$ cat config.mk
export PLATFORM = sky130hd
export DESIGN_NAME = bp_fpga_host_nbf_tx_arb_flat
export DESIGN_NICKNAME = d
export VERILOG_FILES = /design/src/rtl/bp_fpga_host_nbf_tx_arb_if.sv /design/src/rtl/bp_fpga_host_nbf_tx_arb.sv /design/src/flat_wrapper.sv
export SDC_FILE = /design/constraint.sdc
export NUM_CORES = 1
export LEC_CHECK = 0
export ABC_AREA = 0
export ABC_CLOCK_PERIOD_IN_PS = 4200
export CAP_MARGIN = 20
export CORE_MARGIN = 2
export CORE_UTILIZATION = 51
export DETAILED_ROUTE_END_ITERATION = 8
export PLACE_DENSITY = 0.95
export REMOVE_ABC_BUFFERS = 1
export SYNTH_ARGS = -nofsm -noshare
export SYNTH_HDL_FRONTEND = slang
export SYNTH_SLANG_ARGS = --single-unit
$ cat constraint.sdc
create_clock -name clk_i -period 4.2 [get_ports clk_i]
set_input_delay 0.84 -clock clk_i [delete_from_list [all_inputs] [get_ports clk_i]]
set_output_delay 0.84 -clock clk_i [all_outputs]
set_load 0.01 [all_outputs]
$ cat src/rtl/bp_fpga_host_nbf_tx_arb_if.sv
// Bus bundle for the NBF transmit arbiter: two packet requesters in, one UART byte stream out.
interface bp_fpga_host_nbf_tx_arb_if #(
  parameter int nbf_width_p = 112
);
  logic [nbf_width_p-1:0] nbf0_i;
  logic                   nbf0_v_i;
  logic                   nbf0_ready_and_o;
  logic [nbf_width_p-1:0] nbf1_i;
  logic                   nbf1_v_i;
  logic                   nbf1_ready_and_o;
  logic [7:0]             byte_o;
  logic                   byte_v_o;
  logic                   byte_ready_and_i;
  logic                   grant_id_o;
  logic                   busy_o;

  modport slave (
    input  nbf0_i, nbf0_v_i, nbf1_i, nbf1_v_i, byte_ready_and_i,
    output nbf0_ready_and_o, nbf1_ready_and_o, byte_o, byte_v_o, grant_id_o, busy_o
  );

  modport master (
    output nbf0_i, nbf0_v_i, nbf1_i, nbf1_v_i, byte_ready_and_i,
    input  nbf0_ready_and_o, nbf1_ready_and_o, byte_o, byte_v_o, grant_id_o, busy_o
  );
endinterface

$ cat src/rtl/bp_fpga_host_nbf_tx_arb.sv
// Packet-atomic round-robin arbiter between two NBF sources, serializing the
// granted packet LSB-first onto the UART byte stream.
module bp_fpga_host_nbf_tx_arb #(
  parameter int nbf_addr_width_p = 40,
  parameter int nbf_data_width_p = 64,
  parameter int uart_data_bits_p = 8
) (
  input logic clk_i,
  input logic reset_i,
  bp_fpga_host_nbf_tx_arb_if.slave bus
);
  localparam int nbf_width_lp = 8 + nbf_addr_width_p + nbf_data_width_p;
  localparam int nbf_bytes_lp = nbf_width_lp / uart_data_bits_p;
  localparam logic [3:0] last_cnt_lp = 4'(nbf_bytes_lp - 1);

  localparam logic [0:0] e_idle = 1'b0;
  localparam logic [0:0] e_send = 1'b1;

  logic [0:0]              state_q, state_d;
  logic                    rr_q, rr_d;
  logic                    grant_q, grant_d;
  logic [3:0]              cnt_q, cnt_d;
  logic [nbf_width_lp-1:0] shift_q, shift_d;

  logic idle, send, any_v, sel, accept, byte_hs;

  // Outputs are gated by reset so the reset cycle itself presents a quiet bus.
  assign idle   = (state_q == e_idle) & ~reset_i;
  assign send   = (state_q == e_send) & ~reset_i;
  assign any_v  = bus.nbf0_v_i | bus.nbf1_v_i;
  assign sel    = (bus.nbf0_v_i & bus.nbf1_v_i) ? rr_q : bus.nbf1_v_i;

  assign bus.nbf0_ready_and_o = idle & any_v & ~sel;
  assign bus.nbf1_ready_and_o = idle & any_v &  sel;
  assign accept  = (bus.nbf0_ready_and_o & bus.nbf0_v_i)
                 | (bus.nbf1_ready_and_o & bus.nbf1_v_i);

  assign bus.byte_o     = shift_q[7:0];
  assign bus.byte_v_o   = send;
  assign bus.busy_o     = send;
  assign bus.grant_id_o = grant_q & ~reset_i;
  assign byte_hs        = send & bus.byte_ready_and_i;

  always_comb begin
    state_d = state_q;
    rr_d    = rr_q;
    grant_d = grant_q;
    cnt_d   = cnt_q;
    shift_d = shift_q;
    if (accept) begin
      shift_d = sel ? bus.nbf1_i : bus.nbf0_i;
      grant_d = sel;
      cnt_d   = '0;
      state_d = e_send;
    end else if (byte_hs) begin
      shift_d = {8'b0, shift_q[nbf_width_lp-1:8]};
      if (cnt_q == last_cnt_lp) begin
        state_d = e_idle;
        rr_d    = ~grant_q;
      end else begin
        cnt_d = cnt_q + 4'd1;
      end
    end
  end

  always_ff @(posedge clk_i) begin
    if (reset_i) begin
      state_q <= e_idle;
      rr_q    <= 1'b0;
      grant_q <= 1'b0;
      cnt_q   <= '0;
      shift_q <= '0;
    end else begin
      state_q <= state_d;
      rr_q    <= rr_d;
      grant_q <= grant_d;
      cnt_q   <= cnt_d;
      shift_q <= shift_d;
    end
  end
endmodule

$ cat src/flat_wrapper.sv
// flat-port wrapper written by rule: the top's interface ports become plain ports
module bp_fpga_host_nbf_tx_arb_flat 
#(
  parameter int nbf_addr_width_p = 40,
  parameter int nbf_data_width_p = 64,
  parameter int uart_data_bits_p = 8
)
  (clk_i, reset_i, bus_nbf0_i, bus_nbf0_v_i, bus_nbf1_i, bus_nbf1_v_i, bus_byte_ready_and_i, bus_nbf0_ready_and_o, bus_nbf1_ready_and_o, bus_byte_o, bus_byte_v_o, bus_grant_id_o, bus_busy_o);
  bp_fpga_host_nbf_tx_arb_if #(.nbf_width_p((112))) bus_i ();
  input logic clk_i;
  input logic reset_i;
  input wire logic [$bits(bus_i.nbf0_i)-1:0] bus_nbf0_i;
  input wire logic [$bits(bus_i.nbf0_v_i)-1:0] bus_nbf0_v_i;
  input wire logic [$bits(bus_i.nbf1_i)-1:0] bus_nbf1_i;
  input wire logic [$bits(bus_i.nbf1_v_i)-1:0] bus_nbf1_v_i;
  input wire logic [$bits(bus_i.byte_ready_and_i)-1:0] bus_byte_ready_and_i;
  output wire logic [$bits(bus_i.nbf0_ready_and_o)-1:0] bus_nbf0_ready_and_o;
  output wire logic [$bits(bus_i.nbf1_ready_and_o)-1:0] bus_nbf1_ready_and_o;
  output wire logic [$bits(bus_i.byte_o)-1:0] bus_byte_o;
  output wire logic [$bits(bus_i.byte_v_o)-1:0] bus_byte_v_o;
  output wire logic [$bits(bus_i.grant_id_o)-1:0] bus_grant_id_o;
  output wire logic [$bits(bus_i.busy_o)-1:0] bus_busy_o;
  assign bus_i.nbf0_i = bus_nbf0_i;
  assign bus_i.nbf0_v_i = bus_nbf0_v_i;
  assign bus_i.nbf1_i = bus_nbf1_i;
  assign bus_i.nbf1_v_i = bus_nbf1_v_i;
  assign bus_i.byte_ready_and_i = bus_byte_ready_and_i;
  assign bus_nbf0_ready_and_o = bus_i.nbf0_ready_and_o;
  assign bus_nbf1_ready_and_o = bus_i.nbf1_ready_and_o;
  assign bus_byte_o = bus_i.byte_o;
  assign bus_byte_v_o = bus_i.byte_v_o;
  assign bus_grant_id_o = bus_i.grant_id_o;
  assign bus_busy_o = bus_i.busy_o;
  bp_fpga_host_nbf_tx_arb #(.nbf_addr_width_p(nbf_addr_width_p), .nbf_data_width_p(nbf_data_width_p), .uart_data_bits_p(uart_data_bits_p)) u_core (.clk_i(clk_i), .reset_i(reset_i), .bus(bus_i));
endmodule
==> results.ini <==
[grt]
grt_pass1_vias = 7413
grt_max_degree = 141
grt_use_total = 0.295
antenna_found_initial = 0
overflow = 0
grt_pass1_wl_microns = 38400

[setup_path]
crit_fanout = 4
crit_path_end_kind = primary output
cpMostUsedCell = clkdlybuf4s50_1
reg2reg_slack_ns = 1.73
cp.required_ns = 3.36
worstPathArrival_ns = 2.44
path_buf_inv = 2
critPathSlowestCell = clkdlybuf4s50_1
cp-start-kind = input port
cp_top_family = buffers and inverters
slowest_delay_ns = 0.62
setup.worst_path.class = input port to primary output
crit_chain = clkdlybuf4s50_1 > nor2b_4 > nand2_1 > nor2_1 > clkdlybuf4s50_1

[logic_synthesis]
yosys_warnings = 0
syn_avg_cell_area_sq_um = 8.66
synthTopCellsByCount = nand4b_1, dfxtp_1, a21oi_1, a311oi_1, o21ai_0
yosysSeqAreaShare = 0.320
ys.flop_type = dfxtp_1
async_reset_ff_frac = 0
netlist.area_leader.share = 0.320
synthTopCellsByArea = dfxtp_1, nand4b_1, a311oi_1
yosysTopAreaCell = dfxtp_1
synth_most_common_cell = nand4b_1
yosysUniqueCellTypes = 29
ys_seq_elements = 119
synthCells = 859
synth-edff-count = 0
synth_area_sq_um = 7440

[power]
p_leak_nw = 3.12
power_density_nw_per_um2 = 327
power_mw = 3.29
peakVddDrop_uv = 290

[cts]
cts.htree.levels = 4
postCtsResizedCells = 0
clkSlewWorstSetupHoldPaths_ns = 0.05
cts.sinks = 119
clock_path_buffers = 2
cts-buffers-inserted = 17
clockRootBuffer = clkbuf_16
cts_hold_buffers = 0
cts_tree = done
clkLatencyLatePin_ns = 0.42
postCtsSetupRepairBufs = 0

[floorplanning]
die_width_microns = 125
io_pins = 242
floorplan.initialDensity = 0.518
rows = 44
die_y_microns = 125
coreArea_sq_um = 14400
dieArea_sq_um = 15600

[routing]
drtIter0Drc = 1004
drt-wirelength-per-cell_microns = 20.5
ant_nets = 0
viasPerCell = 6.86
dr.pass1.iters = 5
vias = 8097
finalWirelength_microns = 24200
drc = 0

[finish]
multiInputGateArea_sq_um = 4380
drive_above_1_share = 0.0592
diodes = 0
final-seq-area_sq_um = 2380
nets = 1217
nFillCells = 1088
area_delta_synth_final_pct = 35.4

[sta]
worstMarginPinSlew_ns = 1.08
worst_slack_ns = 0.917
fin_skew_ns = 0.00684
hold_viol_final = 0
finalSetupViolations = 0
slew_headroom = 0.278
grt_setup_unrepaired = no
period_share = 0.782
fin_crit_ns = 3.28
tns_ns = 0
finalHoldWorstSlack_ns = 0.469
maxSlewViolCount = 0
timing.fmax_mhz = 305

[run]
maxCapViolCount = 0

[place]
place_hpwl_microns = 14100
gp_congestion = 0.814
numPortBuffers = 241
post-place-ws_ns = 0.778

[min_path]
hold_path_class = flip-flop to flip-flop

[outcome]
status = finished clean

stage by stage:
step,area [sq um],util,cells
floorplan,6720,-,711
detailed placement,9550,0.665,1151
finish,10100,0.701,1180
global route,10100,0.701,1180
CTS,10100,0.701,1180
global placement,9550,0.665,1151
final timing paths:
check	cells after the start	to	startpoint
worst max-delay path	5	bus_nbf0_ready_and_o	bus_nbf0_v_i
worst min-delay path	1	u_core.cnt_q[3]	u_core.cnt_q[3]
worst max register to register	5	u_core.shift_q[73]	u_core.state_q
worst min register to register	1	u_core.cnt_q[3]	u_core.cnt_q[3]
registers in the layout (all words and copies together), names as in the netlist:
signal	count
u_core.shift_q	112
u_core.cnt_q	4
u_core.grant_q	1
u_core.rr_q	1
u_core.state_q	1
logic make-up after synthesis:
group / Yosys count / synth area share
and+or+nand+nor: 249 / 0.283
buffers and inverters: 151 / 0.0989
AOI/OAI and AO/OA: 336 / 0.292
muxes: 2 / 0.00269
DFF: 119 / 0.320
adders and majority gates: 2 / 0.00336
per-layer routing:
layer	global-route usage	vias to the layer above	part of all wire	wire, microns
li1	-	3725	-	-
met1	0.404	3842	0.41	9940
met2	0.453	482	0.47	11300
met3	0.0700	48	0.098	2360
met4	0.105	0	0.023	550
met5	0	-	0	0
cells in the final DEF, fill, tap and decap left out, drive strengths merged:
cell type and count:
and3 1, nor3 1, ha 2, or3 2, nand2b 3, inv 3, nand4b 224, and3b 2
mux2i 2, a21oi 115, nand3 3, and2 1, o21ai 105, clkbuf 25, o21bai 2, nor2 3
clkinv 4, clkdlybuf4s50 240, nor2b 3, a311oi 113, nand3b 3, buf 16, a21bo 1, dfxtp 119
nand2 3
area by class of cell:
type,instances,share of cell area
inverter,3,0.00112
multi-input combinational,589,0.434
clock buffer,25,0.0501
tap,184,0.0228
sequential,119,0.236
clock inverter,4,0.00199
timing repair buffer,256,0.253
worst register-to-register path, cell delays in order (launching register included):
cell and delay (ns):
dfxtp_1 0.46, nor2b_4 0.17, buf_4 0.52, buf_4 0.65
nand4b_1 0.25, a311oi_1 0.32
where the power goes:
group          internal (mW)  switching [mW]
clock network          0.817           0.497
registers               1.23          0.0517
logic                  0.372           0.325
total                   2.42           0.874
Power figures use the tool's default switching activity.
